## config.mk

```make
export PLATFORM = sky130hd
export DESIGN_NAME = upsample_fifo_reader_flat
export DESIGN_NICKNAME = d
export VERILOG_FILES = /design/src/rtl/upsample_fifo_reader_if.sv /design/src/rtl/upsample_fifo_reader.sv /design/src/flat_wrapper.sv
export SDC_FILE = /design/constraint.sdc
export NUM_CORES = 2
export LEC_CHECK = 0
export ABC_AREA = 0
export BUFFER_PORTS_ARGS = -buffer_cell sky130_fd_sc_hd__buf_2
export CAP_MARGIN = 20
export CORE_ASPECT_RATIO = 1.25
export CORE_MARGIN = 1
export CORE_UTILIZATION = 45
export DETAILED_ROUTE_END_ITERATION = 12
export GPL_TIMING_DRIVEN = 0
export PLACE_DENSITY_LB_ADDON = 0.12
export REMOVE_ABC_BUFFERS = 1
export SLEW_MARGIN = 20
export SYNTH_ARGS = -nofsm -noshare
export SYNTH_HDL_FRONTEND = slang
export SYNTH_SLANG_ARGS = --single-unit
```

## constraint.sdc

```tcl
create_clock -name clk -period 3.46 [get_ports clk]
set_input_delay 0.692 -clock clk [delete_from_list [all_inputs] [get_ports clk]]
set_output_delay 0.692 -clock clk [all_outputs]
set_load 0.1 [all_outputs]
```

## src/rtl/upsample_fifo_reader_if.sv

```systemverilog
// Handshake bundle between the Gaussian-stage FIFO, the 2x upsampling reader and the
// next pipeline stage. The master modport is the reader's view, slave is the environment.
// Optional end-of-line flags exist only when UPSAMPLE_EOL_EN is defined.
interface upsample_fifo_reader_if #(
    parameter int unsigned DATA_W = 8
);
    // FIFO read side
    logic              fifo_empty;
    logic              fifo_rd_en;
    logic              fifo_valid;
    logic [DATA_W-1:0] fifo_dout;
    // Upsampled output stream
    logic              out_valid;
    logic [DATA_W-1:0] out_data;
    logic              out_ready;
    logic              row_dup;
`ifdef UPSAMPLE_EOL_EN
    logic              out_eol;
    logic              out_eof_pair;
`endif

    modport master (
        input  fifo_empty,
        output fifo_rd_en,
        input  fifo_valid,
        input  fifo_dout,
        output out_valid,
        output out_data,
        input  out_ready,
`ifdef UPSAMPLE_EOL_EN
        output out_eol,
        output out_eof_pair,
`endif
        output row_dup
    );

    modport slave (
        output fifo_empty,
        input  fifo_rd_en,
        output fifo_valid,
        output fifo_dout,
        input  out_valid,
        input  out_data,
        output out_ready,
`ifdef UPSAMPLE_EOL_EN
        input  out_eol,
        input  out_eof_pair,
`endif
        input  row_dup
    );
endinterface

```

## src/rtl/upsample_fifo_reader.sv

```systemverilog
// 2x nearest-neighbour upsampler on the read side of the Gaussian-stage FIFO.
// Each source pixel is emitted twice (live row), then the whole row is replayed
// twice per pixel from a single-row line buffer (row_dup=1).
// Optional macro UPSAMPLE_EOL_EN adds out_eol / out_eof_pair row markers.
module upsample_fifo_reader #(
    parameter int unsigned DATA_W   = 8,
    parameter int unsigned IN_WIDTH = 320,
    parameter int unsigned COL_W    = 9
) (
    input  logic                  clk,
    input  logic                  rst,     // asynchronous, active-low
    upsample_fifo_reader_if.master bus_io
);

    localparam logic [COL_W-1:0] LastCol = COL_W'(IN_WIDTH - 1);

    typedef enum logic [0:0] {
        StLive,
        StReplay
    } state_e;

    state_e              state_q, state_d;
    logic [COL_W-1:0]    col_q, col_d;
    logic                dup_q, dup_d;
    logic [DATA_W-1:0]   pix_q, pix_d;
    logic                pix_vld_q, pix_vld_d;
    logic                rd_pend_q, rd_pend_d;
    logic [DATA_W-1:0]   linebuf_q [IN_WIDTH];

    logic                rd_en;
    logic                out_valid;
    logic [DATA_W-1:0]   out_data;
    logic                hs;
    logic                lb_we;

    // Output decode: live rows come from the pixel register, replays from the line buffer
    always_comb begin
        rd_en     = 1'b0;
        out_valid = 1'b0;
        out_data  = '0;
        unique case (state_q)
            StLive: begin
                // Gated by reset so no pop can be issued while held in reset
                rd_en     = rst & ~bus_io.fifo_empty & ~pix_vld_q & ~rd_pend_q;
                out_valid = pix_vld_q;
                out_data  = pix_q;
            end
            StReplay: begin
                out_valid = 1'b1;
                out_data  = linebuf_q[col_q];
            end
            default: ;
        endcase
    end

    assign hs    = out_valid & bus_io.out_ready;
    assign lb_we = bus_io.fifo_valid & rd_pend_q;

    // Next-state: FIFO read tracking, pixel capture and dup/col/state advance on handshakes
    always_comb begin
        state_d   = state_q;
        col_d     = col_q;
        dup_d     = dup_q;
        pix_d     = pix_q;
        pix_vld_d = pix_vld_q;
        rd_pend_d = rd_pend_q;

        if (rd_en) begin
            rd_pend_d = 1'b1;
        end

        // Data returning without an outstanding request is stale and dropped
        if (lb_we) begin
            pix_d     = bus_io.fifo_dout;
            pix_vld_d = 1'b1;
            rd_pend_d = 1'b0;
        end

        if (hs) begin
            if (!dup_q) begin
                dup_d = 1'b1;
            end else begin
                dup_d = 1'b0;
                if (state_q == StLive) begin
                    pix_vld_d = 1'b0;
                end
                if (col_q == LastCol) begin
                    col_d   = '0;
                    state_d = (state_q == StLive) ? StReplay : StLive;
                end else begin
                    col_d = col_q + 1'b1;
                end
            end
        end
    end

    // Control and pixel registers
    always_ff @(posedge clk or negedge rst) begin
        if (!rst) begin
            state_q   <= StLive;
            col_q     <= '0;
            dup_q     <= 1'b0;
            pix_q     <= '0;
            pix_vld_q <= 1'b0;
            rd_pend_q <= 1'b0;
        end else begin
            state_q   <= state_d;
            col_q     <= col_d;
            dup_q     <= dup_d;
            pix_q     <= pix_d;
            pix_vld_q <= pix_vld_d;
            rd_pend_q <= rd_pend_d;
        end
    end

    // Line buffer capture; only written in LIVE, so replay reads are never disturbed
    always_ff @(posedge clk) begin
        if (lb_we) begin
            linebuf_q[col_q] <= bus_io.fifo_dout;
        end
    end

    assign bus_io.fifo_rd_en = rd_en;
    assign bus_io.out_valid  = out_valid;
    assign bus_io.out_data   = out_data;
    assign bus_io.row_dup    = (state_q == StReplay);

`ifdef UPSAMPLE_EOL_EN
    logic eol;
    assign eol                 = out_valid & dup_q & (col_q == LastCol);
    assign bus_io.out_eol      = eol;
    assign bus_io.out_eof_pair = eol & (state_q == StReplay);
`endif

endmodule

```

## src/flat_wrapper.sv

```systemverilog
// flat-port wrapper written by rule: the top's interface ports become plain ports
module upsample_fifo_reader_flat 
#(
    parameter int unsigned DATA_W   = 8,
    parameter int unsigned IN_WIDTH = 320,
    parameter int unsigned COL_W    = 9
)
  (clk, rst, bus_io_fifo_empty, bus_io_fifo_rd_en, bus_io_fifo_valid, bus_io_fifo_dout, bus_io_out_valid, bus_io_out_data, bus_io_out_ready, bus_io_row_dup);
  upsample_fifo_reader_if #(.DATA_W(DATA_W)) bus_io_i ();
  input  logic clk;
  input  logic rst;
  input wire logic [$bits(bus_io_i.fifo_empty)-1:0] bus_io_fifo_empty;
  output wire logic [$bits(bus_io_i.fifo_rd_en)-1:0] bus_io_fifo_rd_en;
  input wire logic [$bits(bus_io_i.fifo_valid)-1:0] bus_io_fifo_valid;
  input wire logic [$bits(bus_io_i.fifo_dout)-1:0] bus_io_fifo_dout;
  output wire logic [$bits(bus_io_i.out_valid)-1:0] bus_io_out_valid;
  output wire logic [$bits(bus_io_i.out_data)-1:0] bus_io_out_data;
  input wire logic [$bits(bus_io_i.out_ready)-1:0] bus_io_out_ready;
  output wire logic [$bits(bus_io_i.row_dup)-1:0] bus_io_row_dup;
  assign bus_io_i.fifo_empty = bus_io_fifo_empty;
  assign bus_io_fifo_rd_en = bus_io_i.fifo_rd_en;
  assign bus_io_i.fifo_valid = bus_io_fifo_valid;
  assign bus_io_i.fifo_dout = bus_io_fifo_dout;
  assign bus_io_out_valid = bus_io_i.out_valid;
  assign bus_io_out_data = bus_io_i.out_data;
  assign bus_io_i.out_ready = bus_io_out_ready;
  assign bus_io_row_dup = bus_io_i.row_dup;
  upsample_fifo_reader #(.DATA_W(DATA_W), .IN_WIDTH(IN_WIDTH), .COL_W(COL_W)) u_core (.clk(clk), .rst(rst), .bus_io(bus_io_i));
endmodule
```

==> flow_summary.ini <==
[outcome]
outcome = complete, but fails checks
violations = DRC, setup timing

[route]
dr.pass1.iters = 10
drtIter0Drc = 5399
wl_mm = 293
via_per_inst = 6.18
drcViolationCount = 2
met3_length_mm = 16.8
met1_length_mm = 113
met2_length_mm = 150
num_vias = 50600
ant_nets = 0
highest_layer = met4
wl_per_cell_um = 35.8

[sta]
final-max-slew-violation-count = 0
whs_ns = 0.0942
timing.slew.headroom_pct = 20.6
tns_ns = -13.19
period_needed_ns = 5.26
finalClockSkew_ns = 0.0380
setup_slack_ns = -1.80
worstMarginPinSlew_ns = 1.19
min_period_over_period_pct = 152
rsz0062_at_grt = yes
timing.final.hold_violations = 0
clock.fmax_mhz = 190
setup_viol = 24

[global_route]
antenna_found_initial = 2
grt-ovfl-total = 0
grt_pass1_vias = 50900
grt_pass1_wl_mm = 404
track_usage_pct = 25.9
grt_max_degree = 129

[clock_tree]
clkTransAtPathRegs_ns = 0.06
cts_buffers = 269
cts-root-buf = clkbuf_16
clock_path_buffers = 4
cts_tree = yes
cts_sinks = 2581
h-tree-depth = 5
clock_latency_ns = 0.84

[layout]
num-fill-cells = 16600
synthToLayoutAreaGrowth_pct = 20.5
drive_gt1_share_pct = 35.9
final_cell_mix = 2560 x edfxtp_1, 600 x mux4_2, 288 x clkbuf_16
final_common_cell = edfxtp_1
final_nets = 5082
regArea_um2 = 77400
multi_input_area_um2 = 24100

[setup_path]
critPathSlowestCell = dfrtp_2
endpoint_kind = output port
r2r_setup_slack_ns = -0.05
crit_end = bus_io_out_data[7]
crit_chain = nor3b_2 -> buf_4 -> buf_4 -> nand2_2 -> a21oi_1 -> nor3_4 -> o211ai_1 -> nor3_2 -> a31oi_4 -> buf_12
arrival_ns = 4.57
cp_max_fo = 20
critical_path_class = flip-flop to output port
timing.rr.start = u_core.col_q[0]
crit_path_start = u_core.col_q[6]
critPathMaxStageDelay_ns = 0.62
worstSetupStartpointType = flip-flop
critPathRequiredTime_ns = 2.77
rr_worst_depth = 11
timing.rr.end = u_core.linebuf_q[94][0]
cpMostUsedCell = buf_4

[place]
place_congestion = 0.774
dp_hpwl_mm = 169
port_buffers = 23

[power_and_ir_drop]
pwr_density_cell_nw_per_um2 = 757
switching_power_mw = 27.5
power_leakage_nw = 37.1
internal-power_mw = 63.7
p_comb_share_pct = 31.8
seqPwrFrac_pct = 38.0
pwr-share-clk_pct = 30.2
ir_drop_mv = 0.521
switching_share_pct = 30.2

[yosys]
synthTopCellsByArea = edfxtp_1 77%, mux4_2 14%, mux2i_1 1.4%
yosysWarningCount = 0
syn_inst = 4687
yosysSeqAreaShare_pct = 77.4
synth_edf_count = 2560
syn_avg_cell_area_um2 = 21.3
synth_flop_cell = edfxtp_1
yosysTopAreaCell = edfxtp_1
synthArstFlopShare_pct = 0.814
synth_cell_types = 72
yosysTopAreaCellShare_pct = 76.9
syn-cell-area_um2 = 100000
ys_ff_latch = 2581

[die]
io_pins = 24
die_height_um = 529
initial_core_util_pct = 45.3
rows = 193
die_w_um = 424
die-area_um2 = 224000
core_area_um2 = 221000

[run]
cap_violations = 0

[min_path]
hold_class = input port to flip-flop
[worst max-delay path, delay by kind of cell (launching register included)]
family / cells / cell delay [ns]
AOI/OAI and AO/OA: 3 / 1.24
buffers and inverters: 3 / 0.74
DFF: 1 / 0.62
and+or+nand+nor: 4 / 1.09
[cells in the mapped netlist, drive strengths merged, types with 4 or more instances]
master	number
a211o	7
a211oi	31
a21oi	56
a221oi	29
a22o	28
a22oi	140
a311oi	4
a31oi	29
and2	5
and3	14
buf	177
clkbuf	121
dfrtp	21
edfxtp	2560
ha	4
inv	7
mux2	11
mux2i	144
mux4	600
nand2	89
nand2b	7
nand3	44
nand4	10
nor2	363
nor2b	22
nor3	17
nor3b	8
nor4	9
o2111ai	4
o211ai	6
o21ai	19
o22ai	35
o31ai	4
or2	4
xnor2	4
[layout make-up]
cell class	count	area share, %
Antenna cell	4	0.00830
Tap cell	2925	3.04
Clock inverter	122	0.738
Clock buffer	341	6.00
Sequential cell	2581	64.2
Multi-Input combinational cell	1801	20.0
Inverter	8	0.0415
Timing Repair Buffer	404	5.91
[metal layers]
layer,track usage [%],vias to the layer above
li1,-,20500
met1,33.6,27700
met2,44.1,1908
met3,3.36,491
met4,10.6,0
met5,0,-
[sequential cells by signal, summed over array words and instances, names as in the netlist]
register / count
u_core.pix_vld_q: 1
u_core.pix_q: 8
u_core.col_q: 9
u_core.bus_io.row_dup: 1
u_core.rd_pend_q: 1
u_core.linebuf_q: 2560
u_core.dup_q: 1
[metrics by stage]
step,cell area (um^2),instances,utilization (%),total power [mW],setup slack [ns]
floorplan,98300,4389,-,43.2,-23.06
global placement,102000,7337,46.2,44.5,-45.95
detailed placement,105000,7451,47.6,57.7,-2.63
CTS,119000,8123,54.0,90.6,-1.67
global route,121000,8184,54.5,93.5,-1.75
finish,121000,8186,54.5,91.2,-1.80
[cells by family after synthesis]
logic type / after synthesis / synth area share, %
multiplexers: 755 / 15.1
AND/OR/NAND/NOR: 607 / 2.64
AO/OA/AOI/OAI: 428 / 3.09
XOR/XNOR: 6 / 0.0526
flip-flops: 2581 / 77.4
adder cells (fa/ha/maj): 4 / 0.0501
buffers and inverters: 306 / 1.67
[how the worst min path moves through the flow]
stage                             start  cells after the start                      end  slack [ns]
floorplan                           rst                      0    u_core.bus_io.row_dup        0.40
global placement           u_core.dup_q                      1             u_core.dup_q        0.47
detailed placement         u_core.dup_q                      1             u_core.dup_q        0.48
CTS                 bus_io_fifo_dout[5]                      1  u_core.linebuf_q[87][5]        0.04
global route        bus_io_fifo_dout[5]                      1  u_core.linebuf_q[87][5]        0.08
finish              bus_io_fifo_dout[5]                      1  u_core.linebuf_q[87][5]        0.09
[timing repair]
action,CTS,global route
hold buffers,1,0
setup buffers,165,54
endpoints found under the setup margin,2484,1047
resized for setup,654,110
pin swaps,101,51
gates cloned,43,7
hold endpoints to repair,21,0
[power groups by stage]
stage | combinational [mW] | clock, mW | sequential (mW)
2_1_floorplan | 7.24 | 0 | 36.0
3_3_place_gp | 8.24 | 0 | 36.3
3_5_place_dp | 22.2 | 0 | 35.6
4_1_cts | 28.0 | 27.9 | 34.7
5_1_grt | 29.8 | 29.0 | 34.7
6_report | 29.0 | 27.5 | 34.7
Note: power is estimated with default switching activity, not from simulation.
